<file path="src/rtl/wb_icu186.sv">
// wb_icu186: 80186-style interrupt control unit with a Wishbone register slave
module wb_icu186 #(
  parameter logic [7:0] VEC_BASE = 8'h0C,
  parameter logic [7:0] NMI_VEC  = 8'h02
) (
  input  logic        clk,
  input  logic        rst,
  input  logic        wb_cyc_i,
  input  logic        wb_stb_i,
  input  logic        wb_we_i,
  input  logic [3:0]  wb_adr_i,
  input  logic [1:0]  wb_sel_i,
  input  logic [15:0] wb_dat_i,
  output logic [15:0] wb_dat_o,
  output logic        wb_ack_o,
  input  logic [3:0]  int_req,
  input  logic        nmi_req,
  input  logic        inta,
  input  logic        nmia,
  output logic        intr,
  output logic        nmi,
  output logic [7:0]  vector
);
  typedef enum logic [1:0] {S_IDLE, S_REQ, S_WAIT} state_t;
  state_t state, state_nx;
  logic [3:0] s1, s2, s3, rise, mask, ltm, isr, req, elig, eoi_clr, ack_set;
  logic n1, n2, n3, nmi_rise, inta_d, acc, wr_lo, eoi, ack_int, unused;
  logic [3:0][2:0] pri;
  logic [2:0] primsk;
  logic [1:0] cur_id, win, top;
  logic [3:0] win_pri, top_pri;
  logic [15:0] rdata;
  assign unused = ^wb_dat_i[14:5];
  assign rise = s2 & ~s3;
  assign nmi_rise = n2 & ~n3;
  assign acc = wb_cyc_i & wb_stb_i & ~wb_ack_o;
  assign wr_lo = acc & wb_we_i & wb_sel_i[0];
  assign eoi = acc & wb_we_i & (|wb_sel_i) & (wb_adr_i == 4'd1);
  assign ack_int = (state == S_REQ) & inta & ~inta_d;
  assign ack_set = ack_int ? 4'b1 << cur_id : 4'b0;
  assign eoi_clr = !eoi ? 4'b0 : wb_dat_i[15] ? 4'b1 << top : 4'b1 << wb_dat_i[1:0];
  assign vector = nmia ? NMI_VEC : VEC_BASE + {6'b0, cur_id};
  always_comb begin
    top = 2'd0;
    top_pri = 4'd8;
    for (int n = 0; n < 4; n++)
      if (isr[n] && {1'b0, pri[n]} < top_pri) begin
        top = 2'(n);
        top_pri = {1'b0, pri[n]};
      end
    elig = 4'b0;
    win = 2'd0;
    win_pri = 4'd8;
    for (int n = 0; n < 4; n++) begin
      elig[n] = req[n] & ~mask[n] & (pri[n] <= primsk) & ({1'b0, pri[n]} < top_pri);
      if (elig[n] && {1'b0, pri[n]} < win_pri) begin
        win = 2'(n);
        win_pri = {1'b0, pri[n]};
      end
    end
  end
  always_comb begin
    state_nx = (state == S_IDLE && |elig) ? S_REQ :
               (state == S_REQ && ack_int) ? S_WAIT :
               (state == S_WAIT && !inta) ? S_IDLE : state;
  end
  always_comb begin
    rdata = 16'h0;
    case (wb_adr_i)
      4'd4: rdata = {12'h0, mask};
      4'd5: rdata = {13'h0, primsk};
      4'd6: rdata = {12'h0, isr};
      4'd7: rdata = {12'h0, req};
      4'd8: rdata = {intr, nmi, 12'h0, cur_id};
      4'd12, 4'd13, 4'd14, 4'd15:
        rdata = {11'h0, ltm[wb_adr_i[1:0]], mask[wb_adr_i[1:0]], pri[wb_adr_i[1:0]]};
      default: rdata = 16'h0;
    endcase
  end
  always_ff @(posedge clk)
    if (rst) state <= S_IDLE;
    else state <= state_nx;
  always_ff @(posedge clk)
    if (rst) begin
      {s1, s2, s3} <= '0;
      {n1, n2, n3} <= '0;
      {inta_d, intr, nmi, wb_ack_o} <= '0;
      wb_dat_o <= 16'h0;
      {isr, req, ltm} <= '0;
      mask <= 4'hF;
      pri <= {4{3'd7}};
      primsk <= 3'd7;
      cur_id <= 2'd0;
    end else begin
      {s3, s2, s1} <= {s2, s1, int_req};
      {n3, n2, n1} <= {n2, n1, nmi_req};
      inta_d <= inta;
      intr <= state_nx == S_REQ;
      nmi <= nmi_rise | (nmi & ~nmia);
      if (state == S_IDLE && |elig) cur_id <= win;
      for (int n = 0; n < 4; n++)
        req[n] <= ltm[n] ? s2[n] : rise[n] | (req[n] & ~ack_set[n]);
      isr <= (isr & ~eoi_clr) | ack_set;
      wb_ack_o <= acc;
      wb_dat_o <= acc ? rdata : 16'h0;
      if (wr_lo && wb_adr_i == 4'd4) mask <= wb_dat_i[3:0];
      if (wr_lo && wb_adr_i == 4'd5) primsk <= wb_dat_i[2:0];
      if (wr_lo && wb_adr_i[3:2] == 2'b11) begin
        pri[wb_adr_i[1:0]] <= wb_dat_i[2:0];
        mask[wb_adr_i[1:0]] <= wb_dat_i[3];
        ltm[wb_adr_i[1:0]] <= wb_dat_i[4];
      end
    end
endmodule
</file>
<file path="config.mk">
export PLATFORM = sky130hd
export DESIGN_NAME = wb_icu186
export DESIGN_NICKNAME = d
export VERILOG_FILES = /design/src/rtl/wb_icu186.sv
export SDC_FILE = /design/constraint.sdc
export NUM_CORES = 1
export LEC_CHECK = 0
export ABC_AREA = 1
export BUFFER_PORTS_ARGS = -buffer_cell sky130_fd_sc_hd__buf_4
export CORE_MARGIN = 3
export CORE_UTILIZATION = 55
export CTS_CLUSTER_DIAMETER = 40
export CTS_CLUSTER_SIZE = 14
export DETAILED_ROUTE_END_ITERATION = 10
export PLACE_DENSITY = 0.75
export SETUP_SLACK_MARGIN = 0.5
export SLEW_MARGIN = 40
export SYNTH_ARGS = -nofsm -noshare
export SYNTH_HDL_FRONTEND = slang
export SYNTH_SLANG_ARGS = --single-unit
</file>
<file path="constraint.sdc">
create_clock -name clk -period 7.5 [get_ports clk]
set_input_delay 0.375 -clock clk [delete_from_list [all_inputs] [get_ports clk]]
set_output_delay 0.375 -clock clk [all_outputs]
set_load 0.01 [all_outputs]
</file>
==> summary.txt, run 1 <==
Status
  • Status: complete, no violations

Detailed routing
  • Vias per inst: 5.44
  • Post-Route M1 WL: 4330 um
  • DRC: 0
  • Initial DRT Pass Iterations: 5
  • DRT Wirelength: 9700 um
  • Top layer in use: met4
  • Iteration-0 DRC count of the detailed router: 248
  • Drt wl/cell: 14.8 um
  • Met3 Wirelength: 573 um
  • Met2 WL: 4540 um
  • Post-route ant nets: 0
  • Vias: 3557

Synth
  • Synth unique cells: 41
  • Yosys warnings: 0
  • Sequential fraction of the synthesis area: 32.1%
  • Yosys reg bits: 61
  • Syn Inst Count: 532
  • Synthesized area per cell: 7.14 sq um
  • Synthesized area: 3800 sq um

Final layout
  • Fin area: 4250 sq um
  • Synthesis-to-finish area growth: 11.9%
  • # nets final: 638
  • Area of the multi-input gates: 2110 sq um
  • Share of layout cells above drive strength 1: 16.3%
  • Fillers: 580
  • Area occupied by registers: 1220 sq um
  • Diodes inserted: 0
  • Final core utilization: 65.1%

Clock tree
  • Clk buf depth: 2
  • # hold bufs at CTS: 0
  • Post CTS Setup Buffer Count: 0
  • Worst-Skew Late Latency: 0.35 ns
  • CTS tree: built
  • H-tree Lvls: 3
  • Clk Tree Root Cell: clkbuf_8
  • Post-CTS Resized: 0
  • Num CTS Buffers: 9
  • Worst-path clk slew: 0.07 ns
  • Sink Count: 61

Die
  • Number of core rows: 29
  • Io pins: 61
  • DIE AREA: 7940 sq um
  • Initial Util: 58.2%
  • Die Span Y: 89.1 um
  • Core ar.: 6530 sq um
  • Die width: 89.1 um

Setup path
  • Worst Path Buf+Inv: 2
  • Flop-to-flop setup slack: 1.16 ns
  • Arrival time at the worst endpoint: 6.56 ns
  • CP max-delay cell: dfxtp_1
  • Startpoint types: flop
  • Worst reg-to-reg path cell count: 43
  • Worst R2R Start: pri[4]
  • Critical path's top delay family: simple AND/OR/NAND/NOR gates
  • Max FO, Critical Path: 8
  • Element type at the critical path end: flop
  • Worst path required time: 7.73 ns
  • Critical Path Max Stage Delay: 0.59 ns
  • Most used cell, CP: nand2_1
  • Capture point of the worst reg-to-reg path: cur_id[1]
  • Crit path depth: 43
  • CP Class: flop to flop

Global route
  • Total gr overflow: 0
  • Pin count of the biggest net entering global routing: 31
  • Vias in the first global route: 3179
  • First-pass GRT wire length: 15400 um
  • Antenna violations before repair: 0
  • Tot GR Track Use: 25.7%

Timing
  • Post-Route Setup TNS: 0 ns
  • Slew headroom: 47.7%
  • Fmax: 158 MHz
  • Final Hold Fails: 0
  • RSZ-0062 raised after global routing: no
  • Final min period: 6.34 ns
  • Final setup vio count: 0
  • Worst Tran Pin Value: 0.779 ns
  • Fin Hold WS: 0.225 ns
  • Final Max Tran Viols: 0
  • Worst clock skew: 0.0104 ns
  • Fin crit share: 84.5%

Placement
  • Port bufs: 37
  • Cell Area, Placed: 4080 sq um
  • DP HPWL: 7450 um
  • GP Congestion: 0.938

Power and ir drop
  • Power density cells: 150 nW/um^2
  • Max VDD drop: 0.000163 V
  • Lkg Pwr: 2.02 nW

Worst hold path
  • Type of the worst min-delay path: input pin to flop
  • Min-delay src: int_req[1]
  • Hold Crit Depth: 3
  • Hold Path End: s1[1]

Job
  • Maxcap violations: 0
## worst max path at each step
stage / from / endpoint / slack, ns
global route: pri[4] / cur_id[1] / 0.51
global placement: isr[0] / cur_id[0] / 1.07
CTS: isr[0] / cur_id[1] / 0.89
detailed placement: isr[0] / cur_id[0] / 0.93
floorplan: isr[0] / cur_id[0] / 1.89
finish: pri[4] / cur_id[1] / 1.16
## state kept, by name, summed over array words and instances (netlist names), 2 cells and up
name and count:
cur_id 2, mask 4, s1 4, isr 4, s2 4, ltm 4
req 4, state 2, wb_dat_o 7, primsk 3, pri 12, s3 4
## worst register-to-register path: cells and delay by family, from the launching register on
kind	cells	cell delay (ns)
compound gates	7	1.39
fa+ha+maj	7	2.02
buf+inv	2	0.11
flops	1	0.59
simple gates	27	2.10
## layout make-up
type	count	area share, %
tap	77	2.27
clock buffer	10	3.00
clock inverter	6	0.912
timing repair buffer	37	6.53
sequential	61	28.8
multi-input combinational	361	49.5
inverter	102	9.01
## logic make-up (layout without fill, tap and decap cells)
kind of cell             Yosys count  in the layout  share of synthesized area [%]
other                              1             13                         0.0987
flip-flops                        61             61                           32.1
adder cells (fa/ha/maj)           32             32                           10.5
AO/OA/AOI/OAI                    111            111                           18.7
buffers and inverters            122            155                           13.6
AND/OR/NAND/NOR                  205            205                           24.9
## cells in the final DEF (no fill, tap or decap), types with 4 or more instances in the layout
cell / count
inv_1: 95
nand2_1: 85
dfxtp_1: 60
nor2_1: 59
buf_4: 37
o21ai_0: 34
ha_1: 32
nand3_1: 23
a21oi_1: 23
o211ai_1: 18
nand2_2: 15
conb_1: 13
o22ai_1: 9
clkbuf_8: 9
nand2_4: 6
inv_2: 5
a21oi_2: 5
nor3_1: 5
nor2_2: 4
## layer usage
layer | GRT usage, % | vias up
li1 | - | 1794
met1 | 34.9 | 1635
met2 | 40.0 | 106
met3 | 5.25 | 22
met4 | 10.1 | 0
met5 | 0 | -
## power by group
part | switching, mW | internal, mW | leakage [nW]
Sequential | 0.00339 | 0.330 | 0.496
Combinational | 0.0301 | 0.0179 | 1.44
Clock | 0.137 | 0.119 | 0.0824
Total | 0.171 | 0.467 | 2.02
## per-stage QoR
stage          setup WS (ns)  std cells  power [mW]
2_1_floorplan           1.89        544       0.371
3_3_place_gp            1.07        638       0.387
3_5_place_dp           0.932        638       0.388
4_1_cts                0.895        654       0.640
5_1_grt                0.509        654       0.666
6_report                1.16        654       0.638
## synth_stat cells, drive strengths merged
master,instances,share of area (%)
nand2,106,13
inv,101,10
nor2,65,7.1
dfxtp,61,32
o21ai,37,4.9
ha,32,11
a21oi,29,4.6
nand3,24,3.3
o211ai,18,3.6
buf,16,3.2
o22ai,9,1.5
nor3,5,0.66
clkbuf,4,0.40
a22oi,3,0.59
a31oi,3,0.49
o41ai,3,0.69
a21boi,2,0.69
a311oi,2,0.46
nand4,2,0.72
nor4,2,0.33
a2111o,1,0.30
a2111oi,1,0.23
a41oi,1,0.23
clkinv,1,0.099
conb,1,0.099
nor3b,1,0.20
o311ai,1,0.23
o32ai,1,0.23
(Power assumes the default switching activity.)
==> run 2: changes to the inputs <==
clock period = 6.6 ns   (was 7.5 ns; I/O delays follow)
==> summary.txt, run 2 (synthesis results as in run 1) <==
Status
  • Status: complete, no violations

Setup path
  • Critical path's top delay family: simple AND/OR/NAND/NOR gates
  • Most used cell, CP: nand2_1
  • Startpoint types: flop
  • Worst reg-to-reg path cell count: 48 (+12%)
  • Crit path depth: 48 (+12%)
  • Critical Path Max Stage Delay: 0.38 ns (-0.21 ns)
  • Worst path required time: 6.84 ns (-0.89 ns)
  • CP Class: flop to flop
  • Element type at the critical path end: flop
  • Worst Path Buf+Inv: 4 (+2)
  • Max FO, Critical Path: 8 (unchanged)
  • CP max-delay cell: dfxtp_4
  • Arrival time at the worst endpoint: 5.81 ns (-0.75 ns)

Global route
  • Vias in the first global route: 3469 (+9.1%)
  • Global Route met1 Usage: 33.6% (-1.3 points)
  • Routing usage on met3: 8.11% (+2.9 points)
  • Tot GR Track Use: 27.3% (+1.6 points)
  • Antenna violations before repair: 0 (unchanged)
  • Total gr overflow: 0 (unchanged)
  • Pin count of the biggest net entering global routing: 31 (unchanged)
  • First-pass GRT wire length: 16400 um (+6.0%)
  • Grt met2 use: 43.2% (+3.2 points)
  • Global routing's busiest layer: met2

Final layout
  • Top reg by flops: pri
  • Most common cell after layout, fill and taps aside: inv_1
  • Most frequent cells in the layout: 95 x inv_1, 85 x nand2_1, 59 x nor2_1
  • Max reg flops: 12 (unchanged)
  • Synthesis-to-finish area growth: 17.0%
  • # nets final: 647 (+1.4%)
  • Top flop regs: pri (12), wb_dat_o (7)
  • Share of layout cells above drive strength 1: 19.8% (+3.5 points)
  • Diodes inserted: 0 (unchanged)
  • Fin area: 4450 sq um (+4.6%)

Timing
  • Final setup vio count: 0 (unchanged)
  • Fin Hold WS: 0.178 ns (-0.0467 ns)
  • Final Hold Fails: 0 (unchanged)
  • Slew headroom: 48.6% (+0.91 points)
  • Final setup margin: 1.03 ns (-0.134 ns)
  • Worst Tran Pin Value: 0.766 ns (-0.0136 ns)
  • Worst clock skew: 0.0123 ns (+0.00191 ns)
  • Fmax: 179 MHz (+14%)
  • Post-Route Setup TNS: 0 ns (unchanged)
  • Final Max Tran Viols: 0 (unchanged)
  • Fin crit share: 84.4% (about the same)
  • RSZ-0062 raised after global routing: no
  • Final min period: 5.57 ns (-0.766 ns)

Clock tree
  • Num CTS Buffers: 9 (unchanged)
  • H-tree Lvls: 3 (unchanged)
  • Sink Count: 61 (unchanged)
  • Clk buf depth: 2 (unchanged)
  • CTS tree: built
  • # hold bufs at CTS: 0 (unchanged)
  • Worst-path clk slew: 0.08 ns (about the same)
  • Worst-Skew Late Latency: 0.35 ns (about the same)
  • Clk Tree Root Cell: clkbuf_8

Detailed routing
  • DRT Wirelength: 10300 um (+6.7%)
  • Vias: 3669 (+3.1%)
  • Vias per inst: 5.53 (+1.7%)
  • Initial DRT Pass Iterations: 5 (unchanged)
  • Drt wl/cell: 15.6 um (+5.2%)
  • DRC: 0 (unchanged)
  • Post-route ant nets: 0 (unchanged)
  • Iteration-0 DRC count of the detailed router: 230 (-7.3%)

Die
  • Core ar.: 6530 sq um (unchanged)
  • Initial Util: 58.2% (unchanged)
  • Number of core rows: 29 (unchanged)
  • Die Span Y: 89.1 um (unchanged)
  • DIE AREA: 7940 sq um (unchanged)
  • Die width: 89.1 um (unchanged)
  • Io pins: 61 (unchanged)

Power and ir drop
  • Max VDD drop: 0.000227 V (+40%)
  • Total Power: 0.850 mW (+33%)
  • Lkg Pwr: 2.10 nW (+4.0%)
  • Power density cells: 191 nW/um^2 (+28%)

Placement
  • DP HPWL: 7850 um (+5.4%)
  • Pre-CTS setup slack: 0.503 ns (-0.429 ns)
  • GP Congestion: 0.912 (-2.8%)
  • Cell Area, Placed: 4140 sq um (+1.3%)
  • Port bufs: 37 (unchanged)

Job
  • Maxcap violations: 0 (unchanged)

Worst hold path
  • Hold Crit Depth: 3 (unchanged)
  • Type of the worst min-delay path: input pin to flop
run 2: power by group:
| group | internal (mW) | switching (mW) |
|---|---|---|
| clock | 0.253 | 0.164 |
| sequential | 0.374 | 0.00372 |
| combinational | 0.0205 | 0.0345 |
| total | 0.648 | 0.202 |
run 2: stage by stage:
step / std cells / utilization, %
floorplan: 544 / -
global placement: 645 / 63.3
detailed placement: 645 / 63.3
CTS: 661 / 67.2
global route: 663 / 68.1
finish: 663 / 68.1
run 2: final timing paths:
path         slack (ns)   endpoint        from
min                0.18      s1[3]  int_req[3]
max reg2reg        1.03  cur_id[0]      isr[0]
max                1.03  cur_id[0]      isr[0]
min reg2reg        0.41      s2[0]       s1[0]
run 2: final cells by class:
class	count	area, sq um
inverter	102	383
clock buffer	9	124
tap	77	96.3
fill	551	2080
multi-input combinational	361	2150
sequential	61	1230
clock inverter	7	123
timing repair buffer	46	345
run 2: per-layer routing:
layer | wire, um | vias up
li1 | - | 1811
met1 | 4330 | 1675
met2 | 4700 | 140
met3 | 836 | 43
met4 | 476 | 0
met5 | 0 | -
run 2: repair_timing:
| item | CTS | global route |
|---|---|---|
| endpoints found under the setup margin | 2 | 2 |
| buffers inserted | 0 | 2 |
| gates resized for setup | 1 | 22 |
| pin swaps | 0 | 1 |
run 2: worst register-to-register path, delay by kind of cell (launching register included):
kind,cells,cell delay (ns)
AO/OA/AOI/OAI,7,0.56
flip-flops,1,0.38
adder cells (fa/ha/maj),7,1.84
AND/OR/NAND/NOR,30,2.46
buffers and inverters,4,0.20
